==> src/rtl/regfile_pkg.sv <==
// Shared constants and types for the multi-port register file.
//   XLEN_DEF / NREG_DEF : default data width and register count
//   wr_src_e            : which source commits the single write of a cycle
//   addr_ok()           : true when an address maps to a real, writable/readable register
package regfile_pkg;

   localparam int unsigned XLEN_DEF = 32;
   localparam int unsigned NREG_DEF = 32;

   typedef enum logic [1:0] {
      SRC_NONE,
      SRC_CORE,
      SRC_UART
   } wr_src_e;

   // Address 0 is excluded when it is hardwired to zero; out-of-range addresses are excluded.
   function automatic logic addr_ok(logic [31:0] addr, int unsigned nreg, bit zero_reg);
      return (addr < nreg) && !(zero_reg && (addr == 32'd0));
   endfunction

endpackage

==> src/rtl/regfile_mp_if.sv <==
// Bus bundle of the register file: read ports, core write channel, UART loader channel.
//   master : drives addresses, write requests and UART data; sees rd_data and uart_ready
//   slave  : the register file side
interface regfile_mp_if
   import regfile_pkg::*;
#(
   parameter int unsigned XLEN = XLEN_DEF,
   parameter int unsigned NREG = NREG_DEF,
   parameter int unsigned NRD  = 2
);
   localparam int unsigned AW = (NREG > 1) ? $clog2(NREG) : 1;

   logic [NRD*AW-1:0]   rd_addr;
   logic [NRD*XLEN-1:0] rd_data;
   logic                wr_en;
   logic                wr_tag;
   logic [AW-1:0]       wr_addr;
   logic [XLEN-1:0]     wr_data;
   logic                uart_valid;
   logic                uart_ready;
   logic [AW-1:0]       uart_addr;
   logic [XLEN-1:0]     uart_data;

   modport master (
      output rd_addr, wr_en, wr_tag, wr_addr, wr_data, uart_valid, uart_addr, uart_data,
      input  rd_data, uart_ready
   );

   modport slave (
      input  rd_addr, wr_en, wr_tag, wr_addr, wr_data, uart_valid, uart_addr, uart_data,
      output rd_data, uart_ready
   );

endinterface

==> src/rtl/regfile_uart_buf.sv <==
// One-entry holding buffer for UART loader writes.
//   uart_valid_i/uart_ready_o : capture handshake (ready = buffer empty)
//   uart_addr_i/uart_data_i   : captured payload
//   release_i                 : entry leaves (drained or discarded) this cycle
//   valid_o/addr_o/data_o     : current buffer contents
// Capture only happens when empty and release only when full, so both never occur together
// and ready reappears the cycle after a release.
module regfile_uart_buf
   import regfile_pkg::*;
#(
   parameter int unsigned XLEN = XLEN_DEF,
   parameter int unsigned AW   = 5
) (
   input  logic            clk_i,
   input  logic            rst_ni,
   input  logic            uart_valid_i,
   output logic            uart_ready_o,
   input  logic [AW-1:0]   uart_addr_i,
   input  logic [XLEN-1:0] uart_data_i,
   input  logic            release_i,
   output logic            valid_o,
   output logic [AW-1:0]   addr_o,
   output logic [XLEN-1:0] data_o
);

   logic            valid_q, valid_d;
   logic [AW-1:0]   addr_q, addr_d;
   logic [XLEN-1:0] data_q, data_d;

   always_comb begin
      valid_d = valid_q;
      addr_d  = addr_q;
      data_d  = data_q;
      if (valid_q) begin
         if (release_i) valid_d = 1'b0;
      end else if (uart_valid_i) begin
         valid_d = 1'b1;
         addr_d  = uart_addr_i;
         data_d  = uart_data_i;
      end
   end

   always_ff @(posedge clk_i or negedge rst_ni) begin
      if (!rst_ni) begin
         valid_q <= 1'b0;
         addr_q  <= '0;
         data_q  <= '0;
      end else begin
         valid_q <= valid_d;
         addr_q  <= addr_d;
         data_q  <= data_d;
      end
   end

   assign uart_ready_o = ~valid_q;
   assign valid_o      = valid_q;
   assign addr_o       = addr_q;
   assign data_o       = data_q;

endmodule

==> src/rtl/regfile_mp.sv <==
// Multi-read-port register file with a tag-deduplicated core write port and a buffered
// UART loader write port. Core writes have strict priority; one register write per cycle.
//   CLK, reset_n : rising-edge clock, asynchronous active-low reset
//   bus (slave)  : rd_addr/rd_data (1-cycle registered reads), wr_* core channel,
//                  uart_* loader channel
// Optional build macro REGFILE_BYPASS_EN: forwards the committing write data to a read port
// reading the same address in the same cycle; otherwise reads return the pre-write value.
module regfile_mp
   import regfile_pkg::*;
#(
   parameter int unsigned XLEN     = XLEN_DEF,
   parameter int unsigned NREG     = NREG_DEF,
   parameter int unsigned NRD      = 2,
   parameter bit          ZERO_REG = 1'b1
) (
   input  logic          CLK,
   input  logic          reset_n,
   regfile_mp_if.slave   bus
);

   localparam int unsigned AW = (NREG > 1) ? $clog2(NREG) : 1;

   logic [XLEN-1:0]     regs_q [NREG];
   logic [NRD*XLEN-1:0] rd_data_q, rd_data_d;
   logic                last_tag_q;

   logic                core_acc;
   logic                buf_valid;
   logic [AW-1:0]       buf_addr;
   logic [XLEN-1:0]     buf_data;
   logic                buf_release;

   wr_src_e             src;
   logic [AW-1:0]       wa;
   logic [XLEN-1:0]     wd;
   logic                we;

   // A repeated tag is a replay of the previous request and is ignored.
   assign core_acc    = bus.wr_en && (bus.wr_tag != last_tag_q);
   // Drain when the core leaves the cycle free; discard when the core overwrites the entry.
   assign buf_release = buf_valid && (!core_acc || (bus.wr_addr == buf_addr));

   regfile_uart_buf #(
      .XLEN (XLEN),
      .AW   (AW)
   ) u_uart_buf (
      .clk_i        (CLK),
      .rst_ni       (reset_n),
      .uart_valid_i (bus.uart_valid),
      .uart_ready_o (bus.uart_ready),
      .uart_addr_i  (bus.uart_addr),
      .uart_data_i  (bus.uart_data),
      .release_i    (buf_release),
      .valid_o      (buf_valid),
      .addr_o       (buf_addr),
      .data_o       (buf_data)
   );

   always_comb begin
      src = SRC_NONE;
      wa  = '0;
      wd  = '0;
      if (core_acc) begin
         src = SRC_CORE;
         wa  = bus.wr_addr;
         wd  = bus.wr_data;
      end else if (buf_valid) begin
         src = SRC_UART;
         wa  = buf_addr;
         wd  = buf_data;
      end
      we = (src != SRC_NONE) && addr_ok(32'(wa), NREG, ZERO_REG);
   end

   always_comb begin
      rd_data_d = '0;
      for (int k = 0; k < NRD; k++) begin
         if (addr_ok(32'(bus.rd_addr[k*AW +: AW]), NREG, ZERO_REG)) begin
            rd_data_d[k*XLEN +: XLEN] = regs_q[bus.rd_addr[k*AW +: AW]];
         end
`ifdef REGFILE_BYPASS_EN
         // we already excludes the hardwired zero register
         if (we && (bus.rd_addr[k*AW +: AW] == wa)) begin
            rd_data_d[k*XLEN +: XLEN] = wd;
         end
`endif
      end
   end

   always_ff @(posedge CLK or negedge reset_n) begin
      if (!reset_n) begin
         for (int i = 0; i < NREG; i++) regs_q[i] <= '0;
         rd_data_q  <= '0;
         last_tag_q <= 1'b1;
      end else begin
         if (we) regs_q[wa] <= wd;
         rd_data_q <= rd_data_d;
         // Dropped writes (zero/out-of-range address) still consume their tag.
         if (core_acc) last_tag_q <= bus.wr_tag;
      end
   end

   assign bus.rd_data = rd_data_q;

endmodule

==> src/flat_wrapper.sv <==
// flat-port wrapper written by rule: the top's interface ports become plain ports
module regfile_mp_flat import regfile_pkg::*;
#(
   parameter int unsigned XLEN     = XLEN_DEF,
   parameter int unsigned NREG     = NREG_DEF,
   parameter int unsigned NRD      = 2,
   parameter bit          ZERO_REG = 1'b1
)
  (CLK, reset_n, bus_rd_addr, bus_wr_en, bus_wr_tag, bus_wr_addr, bus_wr_data, bus_uart_valid, bus_uart_addr, bus_uart_data, bus_rd_data, bus_uart_ready);
  regfile_mp_if #(.XLEN(XLEN), .NREG(NREG), .NRD(NRD)) bus_i ();
  input  logic CLK;
  input  logic reset_n;
  input wire logic [$bits(bus_i.rd_addr)-1:0] bus_rd_addr;
  input wire logic [$bits(bus_i.wr_en)-1:0] bus_wr_en;
  input wire logic [$bits(bus_i.wr_tag)-1:0] bus_wr_tag;
  input wire logic [$bits(bus_i.wr_addr)-1:0] bus_wr_addr;
  input wire logic [$bits(bus_i.wr_data)-1:0] bus_wr_data;
  input wire logic [$bits(bus_i.uart_valid)-1:0] bus_uart_valid;
  input wire logic [$bits(bus_i.uart_addr)-1:0] bus_uart_addr;
  input wire logic [$bits(bus_i.uart_data)-1:0] bus_uart_data;
  output wire logic [$bits(bus_i.rd_data)-1:0] bus_rd_data;
  output wire logic [$bits(bus_i.uart_ready)-1:0] bus_uart_ready;
  assign bus_i.rd_addr = bus_rd_addr;
  assign bus_i.wr_en = bus_wr_en;
  assign bus_i.wr_tag = bus_wr_tag;
  assign bus_i.wr_addr = bus_wr_addr;
  assign bus_i.wr_data = bus_wr_data;
  assign bus_i.uart_valid = bus_uart_valid;
  assign bus_i.uart_addr = bus_uart_addr;
  assign bus_i.uart_data = bus_uart_data;
  assign bus_rd_data = bus_i.rd_data;
  assign bus_uart_ready = bus_i.uart_ready;
  regfile_mp #(.XLEN(XLEN), .NREG(NREG), .NRD(NRD), .ZERO_REG(ZERO_REG)) u_core (.CLK(CLK), .reset_n(reset_n), .bus(bus_i));
endmodule
==> config.mk <==
export PLATFORM = sky130hd
export DESIGN_NAME = regfile_mp_flat
export DESIGN_NICKNAME = d
export VERILOG_FILES = /design/src/rtl/regfile_pkg.sv /design/src/rtl/regfile_mp_if.sv /design/src/rtl/regfile_uart_buf.sv /design/src/rtl/regfile_mp.sv /design/src/flat_wrapper.sv
export SDC_FILE = /design/constraint.sdc
export NUM_CORES = 2
export LEC_CHECK = 0
export BUFFER_PORTS_ARGS = -buffer_cell sky130_fd_sc_hd__buf_4
export CAP_MARGIN = 10
export CORE_MARGIN = 1.5
export CORE_UTILIZATION = 40
export DETAILED_ROUTE_END_ITERATION = 10
export GPL_TIMING_DRIVEN = 0
export PLACE_DENSITY = 0.52
export SYNTH_ARGS = -nofsm -noshare
export SYNTH_HDL_FRONTEND = slang
export SYNTH_SLANG_ARGS = --single-unit
export TNS_END_PERCENT = 1
==> constraint.sdc <==
create_clock -name CLK -period 6.2 [get_ports CLK]
set_input_delay 1.86 -clock CLK [delete_from_list [all_inputs] [get_ports CLK]]
set_output_delay 1.86 -clock CLK [all_outputs]
set_load 0.03 [all_outputs]
---- Word level (Yosys, flattened, before mapping) ----
Index checks and enable logic that the tools add are counted.
W data, S select, Z words.
storage, ports and cells
  register bits ........................... 1127
  input port bits ......................... 89
  output and inout bits ................... 65
  logic and storage cells ................. 79
cells by class
  magnitude comparators ................... 4
  equality and inequality tests ........... 2
  mux-type cells .......................... 20
  bitwise gates (word level) .............. 4
  reductions and logical operators ........ 12
operators by type and width
  cell                  number
  $bwmux W1024          1
  $bmux W32 S5          2
  $mux W32              9
  $demux W32 S5         1
  $ge A6 B6 Y1 const B  3
  $not A5 Y6            3
  $logic_not A5 Y1      3
  $mux W5               2
  $lt A6 B1 Y1 const B  1
  $eq A5 B5 Y1          1
  $logic_and A1 B1 Y1   4
  $mux W2               2
  $mux W1               3
  $logic_not A1 Y1      2
  $reduce_and A2 Y1     1
  $reduce_bool A2 Y1    1
  $logic_or A1 B1 Y1    1
  $ne A1 B1 Y1          1
  $not A1 Y1            1

---- Longest topological paths before layout ----
  word-level depth ........................ 9
  mapped depth ............................ 9

---- Hierarchy ----
Synthesis repeated with hierarchy kept, for this count alone.
second synthesis, totals
  cells, all modules ...................... 3809
  area, all modules ....................... 58532.4 µm²
modules (own cells, without submodules)
  module            instances  cells an instance  area each (µm²)
  regfile_mp        1          3727               57017.2
  regfile_uart_buf  1          82                 1515.2

---- Worst setup path after synthesis ----
Ideal clock, no wire load.
  path kind ............................... input -> register
  from .................................... input bus_rd_addr[6]
  to ...................................... register u_core.rd_data_q[56] (netlist: u_core.bus.rd_data[56])
  setup time .............................. 0.124 ns
  arrival time ............................ 3.917 ns
  required time ........................... 6.076 ns
  slack ................................... 2.159 ns
  stages on the path ...................... 6
  cells stage by stage .................... clkbuf_1 -> clkbuf_1 -> buf_1 -> mux4_2 -> mux2_2 -> a211o_1
between the ends
  word-level cells in the longest chain between the ends .. 5
RTL lines
  element                                       RTL line            text
  start: declaration                            flat_wrapper.sv:13  input wire logic [$bits(bus_i.rd_addr)-1:0] bus_rd_addr;
  $not A5 Y6 (not written as such)              regfile_mp.sv:79    rd_data_d[k*XLEN +: XLEN] = regs_q[bus.rd_addr[k*AW +: AW]];
  $bmux W32 S5                                  regfile_mp.sv:79
  $mux W32 (not written as such) (2 in series)  regfile_mp.sv:79
  $mux W32 *                                    regfile_mp.sv:78    if (addr_ok(32'(bus.rd_addr[k*AW +: AW]), NREG, ZERO_REG)) begin
  via u_core.rd_data_d[56]                      regfile_mp.sv:24    logic [NRD*XLEN-1:0] rd_data_q, rd_data_d;
  end signal: assignment                        regfile_mp.sv:97    rd_data_q <= rd_data_d;
  end: declaration                              regfile_mp.sv:24
The timed path passes the listed nets; every way through them passes the cells marked *. The select of a mux whose other input is x is not followed.
A chain may end at the register's enable or synchronous reset.

---- Worst setup path in the final report ----
  from .................................... input bus_rd_addr[3]
  to ...................................... register u_core.rd_data_q[30] (netlist: u_core.bus.rd_data[30])
Same word-level chain as after synthesis.

==> metrics.md <==
| Metric | Value |
|---|---|
| Final Core Density | `0.463` |
| Post-route ant nets | `0` |
| Clk pin slew, worst setup/hold paths | `60 ps` |
| Vias in the first global route | `39200` |
| GPL Wtd Cong | `0.912` |
| Synth cell types | `58` |
| Maximum Capacitance Violations | `0` |
| Setup-failing EPs final | `0` |
| Worst path cell trace | `buf_4, clkbuf_1, buf_1, nor2_1, clkbuf_1, clkbuf_1, a21oi_1, a211oi_1` |
| Most frequent cells in the layout | `dfrtp_1, mux2_2, mux4_2` |
| Mean Syn Cell Area | `15.2 sq um` |
| Hold_buf cts | `0` |
| RSZ-0062 raised after global routing | `no` |
| CP Data Required Time | `6780 ps` |
| Die Wd | `383 um` |
| Syn nets | `3895` |
| Pwr Density | `393 nW/um^2` |
| Share of the yosys chip area belonging to registers | `0.489` |
| Ys async rst share | `1.00` |
| Die Y | `383 um` |
| Dpl hpwl | `158 mm` |
| Antenna violations before repair | `7` |
| Place WS | `-283 ps` |
| Clock Latency Late Sink | `770 ps` |
| Total CTS buffers | `130` |
| Vias | `38400` |
| Worst path bufs/invs | `5` |
| Cell at the root of the clock tree | `clkbuf_16` |
| First-pass iteration count of the detailed router | `6` |
| First-pass GRT wire length | `310 mm` |
| Synth Cell Area | `57700 sq um` |
| Synth area leader | `dfrtp_1` |
| Hold Crit Class | `register to register` |
| CTS H-Tree Depth | `4` |
| Worst r2r src | `u_core.u_uart_buf.valid_o` |
| PortBufs | `147` |
| TritonCTS clock tree | `built` |
| Reg-to-reg slack, setup | `2560 ps` |
| Peak supply drop | `0.284 mV` |
| CP max stage delay | `1020 ps` |
| Top Layer Used | `met5` |
| Total wire length | `221 mm` |
| Worst Tran Pin Value | `1360 ps` |
| Largest net degree at the start of global routing | `161` |
| Critical path endpoint category | `register` |
| Initial DRC Count | `4007` |
| Kind of cell adding the most delay to the critical path | `buffers and inverters` |
| WS Path Type | `input pin to register` |
| Worst setup SP type | `input pin` |
| Core area | `143000 sq um` |
| Slew HR | `0.0901` |
| DIE AREA | `147000 sq um` |
| Fin. max-slew vios | `0` |
| Yosys reg bits | `1127` |
| Worst Hold End | `u_core.regs_q[1016]` |
| Crit Path Max Fanout | `10` |
| Clock buffer depth | `3` |
| PostCTS Resize Cnt | `0` |
| Reg2Reg Depth | `7` |
| Fin Hold WS | `451 ps` |
| Final WS setup | `159 ps` |
| Worst hold path startpoint | `u_core.regs_q[1016]` |
| Number of synthesized flops with an enable pin | `0` |
| Share of cells above drive strength 1 | `0.479` |
| DRC Markers | `0` |
| WP data arrival | `6620 ps` |
| CTS sink count | `1127` |
| Routed length on met2 | `101 mm` |
| Hold Violations, Final | `0` |
| Post-route minimum period | `6040 ps` |
| Post-CTS Setup Repair Bufs | `0` |
| Core Rows | `139` |
| Vias per cell | `6.27` |
| Nets | `4211` |
| P_leak | `29.9 nW` |
| Clock skew | `19.1 ps` |
| Critical Path Most Common Cell | `clkbuf_1` |
| Area grow syn2layout | `14.9%` |
| Max Freq | `0.166 GHz` |
| Met3 WL | `16.3 mm` |
| Wire per inst | `36.1 um` |
| Tcrit/Tclk final | `0.974` |
| Commonest non-fill, non-tap cell in the layout | `dfrtp_1` |
| GRT Overall Usage | `0.305` |
| Post-Syn Instances | `3806` |
| Reg2reg end | `u_core.regs_q[455]` |
| Hold depth | `1` |
| Status | `finished, final reports clean` |
| Top_reg_cell synth | `dfrtp_1` |
| Synth top area share | `0.488` |
| IO Pins | `154` |
| Initial core utilization | `0.403` |
| Total congestion overflow | `0` |
| Main area contributors after synthesis | `dfrtp_1, mux2_2, mux4_2` |
| Slowest cell on crit path | `clkbuf_1` |
| Yosys Warn Count | `0` |
| WL met1 | `93.4 mm` |
-- worst register-to-register path, cell delays in order, from the launching register on --
cell,delay [ps]
dfrtp_1,430
clkbuf_1,430
inv_1,160
a2111o_1,360
a22oi_1,830
nand3_1,560
buf_2,420
mux2_2,340
-- area by class of cell --
type | count | area (sq um)
Sequential cell | 1127 | 28200
Clock inverter | 31 | 292
Antenna cell | 1 | 2.50
Fill cell | 12900 | 77000
Buffer | 431 | 1870
Timing Repair Buffer | 184 | 1830
Inverter | 2 | 7.51
Tap cell | 1903 | 2380
Clock buffer | 200 | 4080
Multi-Input combinational cell | 2246 | 27600
-- logic make-up (layout without fill, tap and decap cells) --
kind of cell,Yosys count,after routing,share of synthesized area
multiplexers,1663,1663,0.411
flip-flops,1127,1127,0.489
buffers and inverters,433,848,0.0323
AO/OA/AOI/OAI,324,324,0.0420
AND/OR/NAND/NOR,252,252,0.0248
XOR/XNOR,7,7,0.00132
other,0,1,0
-- registers in the layout (all words and copies together), names as in the netlist --
name	count
u_core.regs_q	1024
u_core.bus.rd_data	64
u_core.u_uart_buf.data_o	32
u_core.u_uart_buf.addr_o	5
u_core.last_tag_q	1
u_core.u_uart_buf.valid_o	1
-- layer usage --
metal  track usage  vias up
li1              -    15300
met1         0.419    21000
met2         0.465     1706
met3        0.0638      386
met4         0.136        2
met5             0        -
-- synthesized netlist by cell type, types with 3 or more instances --
master	number
dfrtp_1	1126
mux2_2	995
mux4_2	455
clkbuf_1	244
buf_2	120
mux2i_1	114
mux2_1	99
nand2_1	75
a211oi_1	54
a22o_1	53
a21oi_1	52
o22ai_1	49
buf_1	45
nand3_1	41
nor2b_1	39
nor3_1	34
a211o_1	24
a221oi_1	24
o221ai_1	24
buf_4	20
a22oi_1	19
nor3_2	18
nor4_1	10
and3_1	8
a2111oi_0	7
nor3_4	6
nor2_1	4
and2_1	3
nand2b_1	3
xor2_1	3
-- metrics by stage --
step | cell area [sq um] | std cells | setup TNS, ps | total power, W
after global placement | 61200 | 5856 | - | 0.0180
after floorplan | 57700 | 3806 | 0 | 0.0156
after CTS | 66100 | 6114 | 0 | 0.0261
after detailed placement | 61800 | 5883 | -2250 | 0.0181
after global routing | 66300 | 6124 | 0 | 0.0271
final | 66300 | 6125 | 0 | 0.0261
-- power breakdown --
group          leakage, nW  internal, W  switching, W
combinational         12.6      0.00380       0.00308
sequential            15.1      0.00957       0.00165
clock                 2.16      0.00472       0.00323
-- worst max path at each step --
stage          depth (start not counted)  slack [ps]                      to           start
2_1_floorplan                          6        2160  u_core.bus.rd_data[56]  bus_rd_addr[6]
3_3_place_gp                           1      -11110      u_core.regs_q[164]         reset_n
3_5_place_dp                           8        -280  u_core.bus.rd_data[30]  bus_rd_addr[3]
4_1_cts                                8         520  u_core.bus.rd_data[30]  bus_rd_addr[3]
5_1_grt                                8         360  u_core.bus.rd_data[27]  bus_rd_addr[3]
6_report                               8         160  u_core.bus.rd_data[30]  bus_rd_addr[3]
Power figures use the tool's default switching activity.
